## src/rtl/fifo_ctrl_dp.sv

```systemverilog
// FIFO control/datapath stage: registers the state chosen by fifo_ns, owns the pointers, occupancy and storage.
// Optional FIFO_DOUT_CLR_EN: when defined, dout returns to zero on every edge that is not a READ.
module fifo_ctrl_dp #(
    parameter int DATA_WIDTH = 32,
    parameter int ADDR_WIDTH = 3
) (
    input  logic                  clk,
    input  logic                  reset_n,
    input  logic [2:0]            next_state,
    input  logic [DATA_WIDTH-1:0] din,
    output logic [2:0]            state,
    output logic [ADDR_WIDTH:0]   data_count,
    output logic                  full,
    output logic                  empty,
    output logic                  wr_ack,
    output logic                  wr_err,
    output logic                  rd_ack,
    output logic                  rd_err,
    output logic [DATA_WIDTH-1:0] dout
);

    typedef enum logic [2:0] {
        ST_INIT     = 3'b000,
        ST_NO_OP    = 3'b001,
        ST_WRITE    = 3'b010,
        ST_WR_ERROR = 3'b011,
        ST_READ     = 3'b100,
        ST_RD_ERROR = 3'b101
    } state_t;

    localparam int                DEPTH      = 2 ** ADDR_WIDTH;
    localparam logic [ADDR_WIDTH:0] COUNT_FULL = DEPTH[ADDR_WIDTH:0];
    localparam logic [ADDR_WIDTH:0] COUNT_ZERO = '0;

    state_t                  state_q, state_d;
    state_t                  eff_state;
    logic [ADDR_WIDTH-1:0]   head_q, head_d;
    logic [ADDR_WIDTH-1:0]   tail_q, tail_d;
    logic [ADDR_WIDTH:0]     count_q, count_d;
    logic                    wr_ack_q, wr_ack_d;
    logic                    wr_err_q, wr_err_d;
    logic                    rd_ack_q, rd_ack_d;
    logic                    rd_err_q, rd_err_d;
    logic [DATA_WIDTH-1:0]   dout_q, dout_d;
    logic                    mem_we;
    logic [DATA_WIDTH-1:0]   mem_q [DEPTH];

    // The requested state is overridden when it cannot legally be honoured.
    always_comb begin
        eff_state = ST_NO_OP;
        case (next_state)
            ST_INIT:     eff_state = ST_INIT;
            ST_NO_OP:    eff_state = ST_NO_OP;
            ST_WRITE:    eff_state = (count_q == COUNT_FULL) ? ST_WR_ERROR : ST_WRITE;
            ST_WR_ERROR: eff_state = ST_WR_ERROR;
            ST_READ:     eff_state = (count_q == COUNT_ZERO) ? ST_RD_ERROR : ST_READ;
            ST_RD_ERROR: eff_state = ST_RD_ERROR;
            default:     eff_state = ST_NO_OP;
        endcase
    end

    always_comb begin
        state_d  = eff_state;
        head_d   = head_q;
        tail_d   = tail_q;
        count_d  = count_q;
        wr_ack_d = 1'b0;
        wr_err_d = 1'b0;
        rd_ack_d = 1'b0;
        rd_err_d = 1'b0;
        mem_we   = 1'b0;
`ifdef FIFO_DOUT_CLR_EN
        dout_d   = '0;
`else
        dout_d   = dout_q;
`endif
        case (eff_state)
            ST_WRITE: begin
                mem_we   = 1'b1;
                tail_d   = tail_q + 1'b1;
                count_d  = count_q + 1'b1;
                wr_ack_d = 1'b1;
            end
            ST_READ: begin
                dout_d   = mem_q[head_q];
                head_d   = head_q + 1'b1;
                count_d  = count_q - 1'b1;
                rd_ack_d = 1'b1;
            end
            ST_WR_ERROR: wr_err_d = 1'b1;
            ST_RD_ERROR: rd_err_d = 1'b1;
            default: ;
        endcase
    end

    always_ff @(posedge clk or negedge reset_n) begin
        if (!reset_n) begin
            state_q  <= ST_INIT;
            head_q   <= '0;
            tail_q   <= '0;
            count_q  <= '0;
            wr_ack_q <= 1'b0;
            wr_err_q <= 1'b0;
            rd_ack_q <= 1'b0;
            rd_err_q <= 1'b0;
            dout_q   <= '0;
        end else begin
            state_q  <= state_d;
            head_q   <= head_d;
            tail_q   <= tail_d;
            count_q  <= count_d;
            wr_ack_q <= wr_ack_d;
            wr_err_q <= wr_err_d;
            rd_ack_q <= rd_ack_d;
            rd_err_q <= rd_err_d;
            dout_q   <= dout_d;
        end
    end

    // Storage is deliberately left out of reset; the write is gated off while reset is held.
    always_ff @(posedge clk) begin
        if (reset_n && mem_we) begin
            mem_q[tail_q] <= din;
        end
    end

    assign state      = state_q;
    assign data_count = count_q;
    assign full       = (count_q == COUNT_FULL);
    assign empty      = (count_q == COUNT_ZERO);
    assign wr_ack     = wr_ack_q;
    assign wr_err     = wr_err_q;
    assign rd_ack     = rd_ack_q;
    assign rd_err     = rd_err_q;
    assign dout       = dout_q;

endmodule

```

## config.mk

```make
export PLATFORM = sky130hd
export DESIGN_NAME = fifo_ctrl_dp
export DESIGN_NICKNAME = d
export VERILOG_FILES = /design/src/rtl/fifo_ctrl_dp.sv
export SDC_FILE = /design/constraint.sdc
export NUM_CORES = 1
export LEC_CHECK = 0
export CAP_MARGIN = 20
export CORE_MARGIN = 2
export CORE_UTILIZATION = 40
export DETAILED_ROUTE_END_ITERATION = 10
export SYNTH_ARGS = -nofsm -noshare
export SYNTH_HDL_FRONTEND = slang
export SYNTH_SLANG_ARGS = --single-unit
```

## constraint.sdc

```tcl
create_clock -name clk -period 11 [get_ports clk]
set_clock_uncertainty 0.15 [all_clocks]
set_input_delay 1.1 -clock clk [delete_from_list [all_inputs] [get_ports clk]]
set_output_delay 1.1 -clock clk [all_outputs]
set_load 0.02 [all_outputs]
```

Word-level counts from Yosys, hierarchy flattened
Memories as Yosys holds them, arrays and structs flattened. A register that Yosys moved wholly into a read port is not among the register bits.
Index checks and enable logic that the tools add are counted.
{"block": "word_totals", "reg_bits": 17, "mem_bits_rw": 256, "in_bits": 37, "output_inout_bits": 45, "word_cells": 37, "n_memories": 1}
{"memory": "mem_q", "words": 8, "word_bits": 32, "rd": 1, "rd_ports_with_merged_regs": 1, "write_ports": 1, "line_no": "46", "text": "logic [DATA_WIDTH-1:0] mem_q [DEPTH];"}
{"block": "classes", "addsub": 4, "eq_ne": 9, "n_mux": 10, "n_reduce_logical": 5}
{"op": "one-hot mux 3 bit (5 select lines)", "n": 1}
{"op": "equality test 3 x 2 -> 1 bit (second input constant)", "n": 4}
{"op": "equality test 3 bit (second input constant)", "n": 4}
{"op": "two-way mux 1 bit", "n": 8}
{"op": "one-hot mux 4 bit (2 select lines)", "n": 1}
{"op": "adder 3 x 1 -> 3 bit (second input constant)", "n": 2}
{"op": "adder 4 x 1 -> 4 bit (second input constant)", "n": 1}
{"op": "equality test 4 bit (second input constant)", "n": 1}
{"op": "logical NOT 4 bit", "n": 1}
{"op": "subtractor 4 x 1 -> 4 bit (second input constant)", "n": 1}
{"op": "logical NOT 3 bit", "n": 1}
{"op": "nonzero test 2 bit", "n": 1}
{"op": "logical AND 1 bit", "n": 1}
{"op": "logical NOT 1 bit", "n": 1}

Longest topological paths before layout
{"block": "depth", "ltp_word": 8, "ltp_mapped": 10, "depth_no_buf": 8}

Worst setup path after synthesis
Ideal clock, no wire load.
{"block": "synth_path", "kind": "input to register", "startpoint": "input next_state[1]", "endpoint": "memory mem_q[1][0], enable pin", "setup_time_ps": 501, "arrival_ps": 5002, "required_ps": 10349, "setup_slack_ps": 5347, "stages": 5, "path_buffers": 2, "path_cell_list": "clkbuf_1 -> nand2b_1 -> or3_1 -> buf_6 -> nor4_1"}
{"block": "synth_via", "elab_chain_cells": 7, "elab_cells_between_ends": 11, "classes_between": "5 x eq/ne; 4 x mux; 2 x reduce/logical"}
{"item": "start: declaration", "line_no": "9", "text": "input logic [2:0] next_state,"}
{"item": "equality test 3 bit, or another cell as far along", "line_no": "51", "text": "case (next_state)"}
{"item": "one-hot mux 3 bit (5 select lines) (*)", "line_no": "51"}
{"item": "equality test 3 x 2 -> 1 bit (*)", "line_no": "77", "text": "case (eff_state)"}
{"item": "two-way mux 1 bit (*)", "line_no": "77"}
{"item": "logical AND 1 bit (*)", "line_no": "122", "text": "if (reset_n && mem_we) begin"}
{"item": "two-way mux 1 bit (*)", "line_no": "122"}
{"item": "two-way mux 1 bit (not written as such) (*)", "line_no": "123", "text": "mem_q[tail_q] <= din;"}
{"item": "end: declaration", "line_no": "46"}
Every way passes the cells marked *; elsewhere a longest branch is shown, timed or not.

Worst setup path after layout
{"block": "layout_path", "startpoint": "input next_state[1]", "endpoint": "register count_q[3] (netlist: data_count[3])"}
{"block": "layout_via", "elab_chain_cells": 4, "elab_cells_between_ends": 10, "classes_between": "6 x eq/ne; 2 x mux; 2 x reduce/logical"}
{"item": "equality test 3 bit, or another cell as far along", "line_no": "51"}
{"item": "one-hot mux 3 bit (5 select lines) (*)", "line_no": "51"}
{"item": "equality test 3 bit or equality test 3 x 2 -> 1 bit (tied branches)", "line_no": "77"}
{"item": "one-hot mux 4 bit (2 select lines) or nonzero test 2 bit (tied branches)"}
{"item": "end signal: assignment", "line_no": "111", "text": "count_q <= count_d;"}
{"item": "end: declaration", "line_no": "39", "text": "logic [ADDR_WIDTH:0] count_q, count_d;"}
Marks and branches as above.
A chain may end at the register's enable or synchronous reset.

==> results <==
- After detailed routing, the average wire length per cell comes to around 20 um.
- The number of antenna cells inserted is 0.
- The fraction of the yosys area taken by sequential cells is around three quarters.
- Measured against its own limit, the worst slew margin works out to between 30% and 40%.
- The first global-routing pass estimated ~34 mm of wire.
- The total number of clock tree sinks is slightly above 300.
- After synthesis, the share of flip-flops with an asynchronous set or reset is between 10% and 20%.
- The class of the most critical setup path is in -> reg.
- The endpoint of the lowest-slack register-to-register path is data_count[3]$_DFFE_PN0P_.
- The minimum period implied by the final worst setup slack is about 3.8 ns.
- The flow ran to the end, and the final reports show no timing, DRC or antenna violations.
- For the pin with the worst max-slew slack, the measured transition is just under 1 ns.
- The path depth of the worst reg2reg path is 9.
- The first-pass iteration count of the detailed router is 4.
- The worst setup path is launched from an input pin.
- After routing, the total negative slack on setup checks comes to 0 ns.
- The detail route stage leaves a number of antenna-violating nets equal to 0.
- The final count of pins violating max slew is 0.
- The core footprint is between 20000 and 30000 um2.
- The number of global-route vias before repair is roughly 5.8k.
- Setup violations remaining at the end of the flow were counted as 0.
- The CTS H-tree depth is 1.
- The pin count of the biggest net entering global routing is 70.
- The number of gates resized after CTS was 0.
- The worst slack at placement is a little over 6 ns.
- The final core utilization is between 40% and 50%.
- The required time of the worst setup path is roughly 11 ns.
- Clock latency on the worst-skew pair, taken at its later pin, is 0.54 ns.
- The synthesis-stage register bit count is roughly 300.
- For this run, design rule violations remaining after detail routing come to 0.
- The cell area after placement is about 13000 um2.
- The number of instances on the worst hold path is 2.
- The path with the worst hold slack has its endpoint at dout[21]$_DFFE_PN0P_.
- The number of buffers inserted during clock tree synthesis is 30.
- After detailed routing, the number of vias per cell comes to 5.08.
- The total leakage power is 4.68 nW.
- The clock tree from TritonCTS is built.
- The hold violation count in the final report is 0.
- The most frequent standard cell in the layout excluding fill and tap cells is sky130_fd_sc_hd__edfxtp_1.
- The die boundary height is 174 um.
- The netlist uses 37 different library cells.
- For this configuration, the core starts out at a cell density of between 40% and 50%.
- In this run, the number of DRC markers left after iteration 0 of detailed routing was between 300 and 400.
- The maximum buffer depth of the clock tree is 3.
- The number of max-capacitance violations reported is 0.
- The clock slew seen by the registers of the worst setup and hold paths is 0.06 ns.
- The post-layout worst setup margin is 7.21 ns.
- Derived from the worst setup path, the maximum achievable clock frequency is roughly 0.26 GHz.
- The library cells used most frequently in the layout, excluding fill and tap cells, are sky130_fd_sc_hd__edfxtp_1 (256), sky130_fd_sc_hd__clkdlybuf4s50_1 (80), sky130_fd_sc_hd__mux4_2 (64).
- The total track usage is 14.5%.
- In the finished design, the share of the clock period the worst path needs comes to roughly 34%.
- The synthesis-to-finish area growth is 19.6%.
- The number of antenna violations at the first check in global routing is 0.
- The synthesized netlist net count is 606.
- The power density over the cells is between 200 and 250 nW/um2.
- After global routing the overflow that remains totals 0.
- The number of synthesized flops with an enable pin is roughly 260.
- The weighted congestion at the end of routability-driven global placement is about 0.76.
- The launch point of the worst hold path is dout[21]$_DFFE_PN0P_.
- The net total in the final layout is 709.
- The post-synthesis instance area is 11600 um2.
- Of all nets on the critical path, the largest fanout is 69.
- The count of port buffers added during placement is 81.
- Averaged over all synthesized cells, the footprint is 20.5 um2.
- The startpoint identified for the worst register-to-register timing path is data_count[1]$_DFFE_PN0P_.
- For this run, the leading register cell type out of synthesis is sky130_fd_sc_hd__edfxtp_1.
- Setup repair after global routing left no endpoint under its margin.
- The fraction of final layout cells sized beyond drive strength 1 is between 20% and 30%.
- The area of the die is between 30000 and 40000 um2.
- The worst hold path belongs to the class reg -> reg.
- The quantity of hold-fixing buffers added after cts is 0.
- 82 I/O pins were placed.
- The horizontal extent of the die is between 150 and 200 um.
- In this run the register-to-register setup slack is around 7.6 ns.
- STA classifies the critical path endpoint as a register.
- After floorplanning, the core was divided into 62 placement rows.
- The via count is 5458.
- With fillers left out, the area of the finished cells amounts to 13900 um2.
- The final wirelength is roughly 22 mm.
- Synthesis produced 564 cells.
- The tree is rooted in a sky130_fd_sc_hd__clkbuf_16.
- Detailed placement ended at an HPWL of ~12 mm.
- The warning count from the yosys run is 0.
- At the worst endpoint, the arrival time is 4.11 ns.
- The total setup buffers inserted after CTS is 0.
- The highest ir drop seen on vdd is 0.0993 mV.
==> worst max-delay path, stage by stage <==
cell and delay, ns:
sky130_fd_sc_hd__clkdlybuf4s50_1 0.63, sky130_fd_sc_hd__nand2b_1 0.21, sky130_fd_sc_hd__or3_2 0.14, sky130_fd_sc_hd__buf_4 0.55
sky130_fd_sc_hd__inv_1 0.27, sky130_fd_sc_hd__ha_1 0.34, sky130_fd_sc_hd__a21o_1 0.17, sky130_fd_sc_hd__a21oi_1 0.26
sky130_fd_sc_hd__mux2i_4 0.27, sky130_fd_sc_hd__xor2_1 0.15
==> cells by family (layout without fill, tap and decap cells) <==
family / count (synthesis) / in the layout / synth area share, %
compound gates: 41 / 41 / 1.89
xor+xnor: 7 / 7 / 0.529
fa+ha+maj: 5 / 5 / 0.605
buf+inv: 35 / 162 / 1.53
flops: 305 / 305 / 76.9
mux: 97 / 97 / 15.4
simple gates: 74 / 74 / 3.10
==> registers in the layout (all words and copies together) (netlist names) <==
name / flops
wr_ack: 1
data_count: 4
state: 3
dout: 32
rd_err: 1
tail_q: 3
head_q: 3
wr_err: 1
mem_q: 256
rd_ack: 1
==> final cells by class <==
class,instances,area [um2]
fill,2339,14800
sequential,305,8920
multi-input combinational,224,2540
timing repair buffer,100,952
clock buffer,38,832
tap,384,480
clock inverter,18,110
inverter,6,22.5
==> through the flow <==
step | total power [mW] | instances | hold WS (ns)
2_1_floorplan | 2.01 | 564 | 0.374
3_3_place_gp | 2.29 | 1018 | 0.311
3_5_place_dp | 2.31 | 1018 | 0.320
4_1_cts | 3.27 | 1074 | 0.334
5_1_grt | 3.38 | 1075 | 0.354
6_report | 3.22 | 1075 | 0.322
==> power by group <==
| part | total, mW | internal [mW] | leakage (nW) | switching, mW |
|---|---|---|---|---|
| Clock | 0.961 | 0.554 | 0.463 | 0.407 |
| Sequential | 1.45 | 1.35 | 2.91 | 0.100 |
| Combinational | 0.812 | 0.422 | 1.31 | 0.390 |
| Total | 3.22 | 2.32 | 4.68 | 0.897 |
==> synthesized netlist by cell type, types with 2 or more instances <==
cell type	number	area share, %
sky130_fd_sc_hd__a21oi_1	2	0.086
sky130_fd_sc_hd__buf_1	6	0.19
sky130_fd_sc_hd__buf_2	10	0.43
sky130_fd_sc_hd__buf_6	4	0.39
sky130_fd_sc_hd__clkbuf_1	8	0.26
sky130_fd_sc_hd__dfrtp_1	49	11
sky130_fd_sc_hd__edfxtp_1	256	66
sky130_fd_sc_hd__ha_1	4	0.43
sky130_fd_sc_hd__inv_1	5	0.16
sky130_fd_sc_hd__mux2i_1	32	2.8
sky130_fd_sc_hd__mux4_2	64	12
sky130_fd_sc_hd__nand2_1	44	1.4
sky130_fd_sc_hd__nand2b_1	2	0.11
sky130_fd_sc_hd__nor2_1	6	0.19
sky130_fd_sc_hd__nor2b_1	2	0.11
sky130_fd_sc_hd__nor3_1	7	0.30
sky130_fd_sc_hd__nor4_1	4	0.22
sky130_fd_sc_hd__o21ai_0	31	1.3
sky130_fd_sc_hd__o21ai_1	4	0.17
sky130_fd_sc_hd__or3_1	2	0.11
sky130_fd_sc_hd__xnor2_1	6	0.45
==> metal layers <==
metal | up-vias | wire length [um] | part of all wire [%] | track usage [%]
met1 | 2842 | 9440 | 43 | 19.1
met2 | 110 | 11100 | 51 | 25.2
met4 | 0 | 383 | 1.8 | 3.71
li1 | 2472 | - | - | -
met3 | 34 | 807 | 3.7 | 2.27
met5 | - | 0 | 0 | 0
==> how the worst max path moves through the flow <==
stage | from | to | slack [ns] | cells after the start
floorplan | next_state[1] | mem_q[1][0]$_DFFE_PP_ | 5.35 | 5
global route | next_state[1] | data_count[3]$_DFFE_PN0P_ | 7.00 | 10
detailed placement | next_state[2] | mem_q[5][3]$_DFFE_PP_ | 6.21 | 7
finish | next_state[1] | data_count[3]$_DFFE_PN0P_ | 7.21 | 10
global placement | next_state[2] | mem_q[5][11]$_DFFE_PP_ | 6.45 | 7
CTS | next_state[2] | mem_q[5][3]$_DFFE_PP_ | 6.80 | 7
No activity file was read; power rests on OpenSTA's default activity.
